**src/rtl/fetch_ctrl_if.sv**
```systemverilog
// Instruction-memory fetch channel between the fetch controller and imem.
// The controller holds imem_req until imem_ack returns the word.
interface fetch_ctrl_if;
    logic        imem_req;
    logic [31:0] imem_addr;
    logic        imem_ack;
    logic [31:0] imem_rdata;

    modport master (
        output imem_req,
        output imem_addr,
        input  imem_ack,
        input  imem_rdata
    );

    modport slave (
        input  imem_req,
        input  imem_addr,
        output imem_ack,
        output imem_rdata
    );
endinterface

```
**src/rtl/fetch_ctrl.sv**
```systemverilog
// P5 MIPS fetch controller: PC register, imem handshake and IF/ID register.
// Redirects resolved in D apply after the delay-slot instruction is delivered.
module fetch_ctrl #(
    parameter logic [31:0] RESET_PC = 32'h0000_3000
) (
    input  logic           clk,
    input  logic           reset,
    fetch_ctrl_if.master   imem,
    input  logic           stall,
    input  logic           br_valid,
    input  logic [2:0]     br_sel,
    input  logic [31:0]    br_pc,
    input  logic [31:0]    br_imm32,
    input  logic [31:0]    br_reg,
    input  logic [25:0]    br_imm26,
    output logic [31:0]    pc,
    output logic [31:0]    if_id_instr,
    output logic [31:0]    if_id_pc,
    output logic           if_id_valid
);

    typedef enum logic {
        FETCH = 1'b0,
        HOLD  = 1'b1
    } state_t;

    state_t      state_q;
    state_t      state_d;
    logic [31:0] pc_q;
    logic [31:0] buf_q;
    logic [31:0] redir_pc_q;
    logic        redir_pending_q;

    logic        deliver;
    logic        latch;
    logic        bubble;
    logic        br_take;
    logic [31:0] p4;
    logic [31:0] target;
    logic [31:0] next_pc;
    logic [31:0] word;

    assign pc             = pc_q;
    assign imem.imem_addr = pc_q;

    // Redirect target from the D-stage control-transfer fields.
    always_comb begin
        p4      = br_pc + 32'd4;
        target  = p4 + 32'd4;
        br_take = 1'b0;
        case (br_sel)
            3'd1: begin
                target  = p4 + (br_imm32 << 2);
                br_take = br_valid && !stall;
            end
            3'd2: begin
                target  = br_reg;
                br_take = br_valid && !stall;
            end
            3'd3: begin
                target  = {p4[31:28], br_imm26, 2'b00};
                br_take = br_valid && !stall;
            end
            default: begin
                target  = p4 + 32'd4;
                br_take = 1'b0;
            end
        endcase
    end

    // Next-state, request and delivery decisions.
    always_comb begin
        state_d       = state_q;
        imem.imem_req = 1'b0;
        deliver       = 1'b0;
        latch         = 1'b0;
        bubble        = 1'b0;
        case (state_q)
            FETCH: begin
                imem.imem_req = !reset;
                if (imem.imem_ack && !stall) begin
                    deliver = 1'b1;
                end else if (imem.imem_ack && stall) begin
                    latch   = 1'b1;
                    state_d = HOLD;
                end else if (!stall) begin
                    bubble  = 1'b1;
                end
            end
            HOLD: begin
                if (!stall) begin
                    deliver = 1'b1;
                    state_d = FETCH;
                end
            end
            default: state_d = FETCH;
        endcase
    end

    // Delivered word and the PC that follows it.
    always_comb begin
        word = (state_q == HOLD) ? buf_q : imem.imem_rdata;
        if (br_take) begin
            next_pc = target;
        end else if (redir_pending_q) begin
            next_pc = redir_pc_q;
        end else begin
            next_pc = pc_q + 32'd4;
        end
    end

    // FSM state register.
    always_ff @(posedge clk) begin
        if (reset) begin
            state_q <= FETCH;
        end else begin
            state_q <= state_d;
        end
    end

    // PC, hold buffer, pending redirect and IF/ID register.
    always_ff @(posedge clk) begin
        if (reset) begin
            pc_q            <= RESET_PC;
            buf_q           <= 32'd0;
            redir_pc_q      <= 32'd0;
            redir_pending_q <= 1'b0;
            if_id_instr     <= 32'd0;
            if_id_pc        <= 32'd0;
            if_id_valid     <= 1'b0;
        end else begin
            if (deliver) begin
                if_id_instr     <= word;
                if_id_pc        <= pc_q;
                if_id_valid     <= 1'b1;
                pc_q            <= next_pc;
                redir_pending_q <= 1'b0;
            end else begin
                if (br_take) begin
                    redir_pc_q      <= target;
                    redir_pending_q <= 1'b1;
                end
                if (bubble) begin
                    if_id_valid <= 1'b0;
                end
            end
            if (latch) begin
                buf_q <= imem.imem_rdata;
            end
        end
    end

endmodule

```
**src/flat_wrapper.sv**
```systemverilog
// flat-port wrapper written by rule: the top's interface ports become plain ports
module fetch_ctrl_flat 
#(
    parameter logic [31:0] RESET_PC = 32'h0000_3000
)
  (clk, reset, stall, br_valid, br_sel, br_pc, br_imm32, br_reg, br_imm26, pc, if_id_instr, if_id_pc, if_id_valid, imem_imem_req, imem_imem_addr, imem_imem_ack, imem_imem_rdata);
  fetch_ctrl_if imem_i ();
  input  logic clk;
  input  logic reset;
  input  logic stall;
  input  logic br_valid;
  input  logic [2:0] br_sel;
  input  logic [31:0] br_pc;
  input  logic [31:0] br_imm32;
  input  logic [31:0] br_reg;
  input  logic [25:0] br_imm26;
  output logic [31:0] pc;
  output logic [31:0] if_id_instr;
  output logic [31:0] if_id_pc;
  output logic if_id_valid;
  output wire logic [$bits(imem_i.imem_req)-1:0] imem_imem_req;
  output wire logic [$bits(imem_i.imem_addr)-1:0] imem_imem_addr;
  input wire logic [$bits(imem_i.imem_ack)-1:0] imem_imem_ack;
  input wire logic [$bits(imem_i.imem_rdata)-1:0] imem_imem_rdata;
  assign imem_imem_req = imem_i.imem_req;
  assign imem_imem_addr = imem_i.imem_addr;
  assign imem_i.imem_ack = imem_imem_ack;
  assign imem_i.imem_rdata = imem_imem_rdata;
  fetch_ctrl #(.RESET_PC(RESET_PC)) u_core (.clk(clk), .reset(reset), .imem(imem_i), .stall(stall), .br_valid(br_valid), .br_sel(br_sel), .br_pc(br_pc), .br_imm32(br_imm32), .br_reg(br_reg), .br_imm26(br_imm26), .pc(pc), .if_id_instr(if_id_instr), .if_id_pc(if_id_pc), .if_id_valid(if_id_valid));
endmodule
```
**config.mk**
```make
export PLATFORM = sky130hd
export DESIGN_NAME = fetch_ctrl_flat
export DESIGN_NICKNAME = d
export VERILOG_FILES = /design/src/rtl/fetch_ctrl_if.sv /design/src/rtl/fetch_ctrl.sv /design/src/flat_wrapper.sv
export SDC_FILE = /design/constraint.sdc
export NUM_CORES = 1
export LEC_CHECK = 0
export CORE_AREA = 2 2 174 176
export DETAILED_ROUTE_END_ITERATION = 10
export DIE_AREA = 0 0 176 178
export SYNTH_ARGS = -nofsm -noshare
export SYNTH_HDL_FRONTEND = slang
export SYNTH_SLANG_ARGS = --single-unit
```
**constraint.sdc**
```tcl
create_clock -name clk -period 10.8 [get_ports clk]
set_clock_uncertainty 0.2 [all_clocks]
set_input_delay 2.7 -clock clk [delete_from_list [all_inputs] [get_ports clk]]
set_output_delay 2.7 -clock clk [all_outputs]
set_load 0.02 [all_outputs]
```
* Yosys cells after proc, flatten, opt, wreduce, memory -nomap -nowiden
Index checks and enable logic that the tools add are counted.
** Storage, ports and cells
- Word-level logic and storage cells :: 45
- Register bits :: 163
- Output and inout bits :: 130
- Bits of input ports :: 162
** Operators by class
- Mux-type cells :: 19
- Reductions and logical operators :: 9
- Equality and inequality tests :: 3
- $add $sub $neg :: 4
- Bitwise gates (word level) :: 2
** Operators with widths (count)
- $add A32 B3 Y32 const B :: 3
- $mux W32 :: 3
- $pmux W32 S3 :: 1
- $add A32 B32 Y32 :: 1
- $mux W1 :: 13
- $eq A3 B2 Y1 const B :: 2
- $pmux W1 S2 :: 2
- $eq A3 B1 Y1 const B :: 1
- $logic_and A1 B1 Y1 :: 3
- $reduce_or A3 Y1 :: 1
- $logic_not A1 Y1 :: 2
- $not A1 Y1 :: 2
- $reduce_and A2 Y1 :: 1
- $reduce_bool A2 Y1 :: 1
- $reduce_or A2 Y1 :: 1

* Depth between registers and ports, before layout
- Depth after elaboration :: 6
- Mapped depth :: 16
- Gate-level depth less buffers :: 15

* Worst setup path after synthesis
No wires, ideal clock.
- Path type :: input to output
- Start point :: in reset
- End point :: out imem_imem_req
- Arrival time :: 3660 ps
- Path slack :: 4240 ps
- Stages :: 4
- Cells stage by stage :: clkbuf_1 -> clkbuf_1 -> clkbuf_1 -> nor2_1
** Between the ends
- Longest elaborated chain between the ends :: 2
** RTL lines
- start: declaration :: line flat_wrapper.sv:9 : input logic reset;
- $logic_not A1 Y1 :: line fetch_ctrl.sv:80 : imem.imem_req = !reset;
- $mux W1 :: line fetch_ctrl.sv:78 : case (state_q)
- end: declaration :: line flat_wrapper.sv:21 : output wire logic [$bits(imem_i.imem_req)-1:0] imem_imem_req;
No other way between the ends.

* Final worst setup path
- Start point :: in br_sel[0]
- End point :: reg u_core.pc_q[30] (netlist: u_core.imem.imem_addr[30])
** Between the ends
- Longest elaborated chain between the ends :: 4
- Elaborated cells on any way between the ends :: 7
** RTL lines
- start: declaration :: line flat_wrapper.sv:12 : input logic [2:0] br_sel;
- $eq A3 B1 Y1 or $eq A3 B2 Y1 (tied branches) :: line fetch_ctrl.sv:51 : case (br_sel)
- $reduce_or A3 Y1 (no source line)
- $mux W1
- $mux W32 (*) :: line fetch_ctrl.sv:103 : if (br_take) begin
- end signal: assignment :: line fetch_ctrl.sv:136 : pc_q <= next_pc;
- end: declaration :: line fetch_ctrl.sv:29 : logic [31:0] pc_q;
Every way passes the cells marked *; elsewhere a longest branch is shown, timed or not.
A chain may end at the register's enable or synchronous reset.

==> results.json <==
{
  "root_buffer": "clkbuf_16",
  "avgViaCountPerCell": 5.16,
  "antennaDiodeCount": 0,
  "hold_ws_ps": 253,
  "synth_top_area_share_pct": 32.0,
  "cts_buffers": 17,
  "synth-main-ff-cell": "dfxtp_1",
  "rows": 63,
  "drive_gt1_share_pct": 4.40,
  "clk_pin_slew_worst_paths_ps": 70,
  "start_util_pct": 34.7,
  "ys_types": 70,
  "relSlewSlack_pct": 28.4,
  "vdd_drop_max_mv": 0.0741,
  "nets": 1748,
  "syn_inst": 1356,
  "final_cell_area_sq_mm": 0.0136,
  "track_usage_pct": 19.9,
  "hold_viol_final": 0,
  "post-place-ws_ps": 3320,
  "worstSetupStartpointType": "input port",
  "cts_htree_levels": 4,
  "placed_area_sq_mm": 0.0130,
  "overflow": 0,
  "finalSetupTns_ps": 0,
  "antenna_found_initial": 0,
  "syn_area_sq_mm": 0.0102,
  "synth_warnings": 0,
  "gp_congestion": 0.866,
  "outcome": "complete, no violations",
  "drc": 0,
  "die-area_sq_mm": 0.0313,
  "cts_tree": "yes",
  "finalMaxSlewViolations": 0,
  "cp-end-kind": "flip-flop",
  "grt_max_degree": 69,
  "syn_avg_cell_area_sq_um": 7.52,
  "setup_violations": 0,
  "die_w_um": 176,
  "post-route-util_pct": 46.3,
  "critPathArrivalTime_ps": 7100,
  "final.period_utilization_pct": 64.7,
  "yosysSeqAreaShare_pct": 32.0,
  "cp_max_fo": 40,
  "hold_class": "flip-flop to flip-flop",
  "drt-total-wl_um": 32100,
  "synthArstFlopShare_pct": 0,
  "postCtsSetupRepairBufs": 0,
  "numPortBuffers": 289,
  "syn2layout_area_growth_pct": 33.5,
  "vias": 10094,
  "p_per_area_mw_per_mm2": 118,
  "cts_repair_resize_count": 0,
  "rsz0062_at_grt": "no",
  "crit_type": "input port to flip-flop",
  "ant_nets": 0,
  "synth_area_leader_cell": "dfxtp_1",
  "drtIter0Drc": 589,
  "die_h_um": 178,
  "grt_pass1_vias": 9234,
  "wire_per_inst_um": 16.4,
  "synth_edf_count": 0,
  "leakage_uw": 0.00497,
  "worst_slack_ps": 3810,
  "grt_pass1_wl_um": 49800,
  "clock-sinks": 163,
  "hold_buffers": 0,
  "clk_latency_ps": 430,
  "finalCriticalPeriod_ps": 6990,
  "io_pins": 292,
  "maxCapViolCount": 0,
  "coreArea_sq_mm": 0.0294,
  "required_ps": 10910,
  "dp_hpwl_um": 23500,
  "ys_top_cells_by_area": "dfxtp_1, nand2_1, a21oi_1",
  "drt-pass1-iter-count": 5,
  "syn_nets": 1550,
  "fillers": 2939,
  "fmax_mhz": 143,
  "synth_seq_cells": 163,
  "tightest_slew_ps": 1070,
  "cts_max_path_buffers": 2
}
worst max-delay path: stages:
cell	delay [ps]
buf_2	80
buf_4	450
nor3b_2	660
buf_4	300
nand2b_1	70
ha_1	210
fa_1	400
a21o_1	220
a221oi_2	430
o2bb2ai_1	180
a21oi_1	300
a21oi_1	190
a311o_1	360
xor2_1	150
a21oi_1	270
o21ai_1	110
cells by family after synthesis:
logic type               synth area share (%)
XOR/XNOR                                 6.35
AND/OR/NAND/NOR                          22.7
flip-flops                               32.0
multiplexers                             5.72
adder cells (fa/ha/maj)                  4.00
AO/OA/AOI/OAI                            21.8
buffers and inverters                    7.42
placed cells by master, fill, tap and decap left out, types with 15 or more instances in the layout:
| cell | instances |
|---|---|
| clkdlybuf4s50_1 | 287 |
| nand3_1 | 37 |
| xnor2_1 | 38 |
| and2_1 | 30 |
| mux2i_1 | 56 |
| nor2_1 | 134 |
| ha_1 | 31 |
| a21o_1 | 16 |
| a21oi_1 | 145 |
| o21ai_0 | 77 |
| dfxtp_1 | 162 |
| nor3_1 | 21 |
| nand4_1 | 16 |
| inv_1 | 22 |
| buf_4 | 15 |
| xor2_1 | 36 |
| nand2_1 | 223 |
| a211oi_1 | 52 |
| clkbuf_16 | 17 |
final timing paths:
| kind | slack [ps] | from | depth (start not counted) | endpoint |
|---|---|---|---|---|
| worst max-delay path | 3810 | br_sel[0] | 16 | u_core.imem.imem_addr[30]$_SDFFE_PP0P_ |
| worst min-delay path | 250 | u_core.if_id_pc[18]$_SDFFE_PP0P_ | 2 | u_core.if_id_pc[18]$_SDFFE_PP0P_ |
| worst max register to register | 7440 | u_core.state_q$_SDFF_PP0_ | 7 | u_core.if_id_pc[15]$_SDFFE_PP0P_ |
| worst min register to register | 250 | u_core.if_id_pc[18]$_SDFFE_PP0P_ | 2 | u_core.if_id_pc[18]$_SDFFE_PP0P_ |
metal layers:
layer  global-route usage [%]  part of all wire (%)  vias to the layer above
li1                         -                     -                     5129
met1                     27.6                    47                     4588
met2                     32.1                    45                      349
met3                     3.18                   6.1                       28
met4                     5.34                   1.5                        0
met5                        0                     0                        -
power breakdown:
part	leakage, uW	internal, uW	switching, uW
clock network	0.000282	331	267
logic	0.00336	166	189
registers	0.00133	629	26.8
state kept, by name, summed over array words and instances (netlist names):
register	flops
u_core.state_q	1
u_core.if_id_instr	32
u_core.if_id_valid	1
u_core.redir_pc_q	32
u_core.imem.imem_addr	32
u_core.if_id_pc	32
u_core.redir_pending_q	1
u_core.buf_q	32
final cells by class:
class / instances / area [sq um] / area share [%]
clock buffer: 18 / 439 / 3.23
clock inverter: 14 / 143 / 1.05
inverter: 23 / 86.3 / 0.634
multi-input combinational: 1046 / 6200 / 45.6
sequential: 163 / 3260 / 24.0
tap: 390 / 488 / 3.58
timing repair buffer: 303 / 2990 / 22.0
cells in the mapped netlist (all sizes together) (3+ instances only):
cell type	number
nand2	223
dfxtp	163
a21oi	145
nor2	138
o21ai	78
clkbuf	76
mux2i	56
a211oi	52
buf	47
xnor2	38
nand3	37
xor2	36
ha	31
and2	30
inv	22
nor3	22
nand4	18
a21o	16
and3	12
o211ai	11
a31oi	10
or3	9
nor2b	7
nor3b	5
nor4	5
o221ai	5
a32oi	4
and4	4
o21bai	4
o22ai	4
o311ai	4
or2	4
a41oi	3
nand2b	3
o31a	3
through the flow:
stage / instances / power (uW)
6_report: 1957 / 1610
2_1_floorplan: 1356 / 868
4_1_cts: 1957 / 1620
5_1_grt: 1957 / 1690
3_5_place_dp: 1925 / 1030
3_3_place_gp: 1925 / 1020
(Power assumes the default switching activity.)
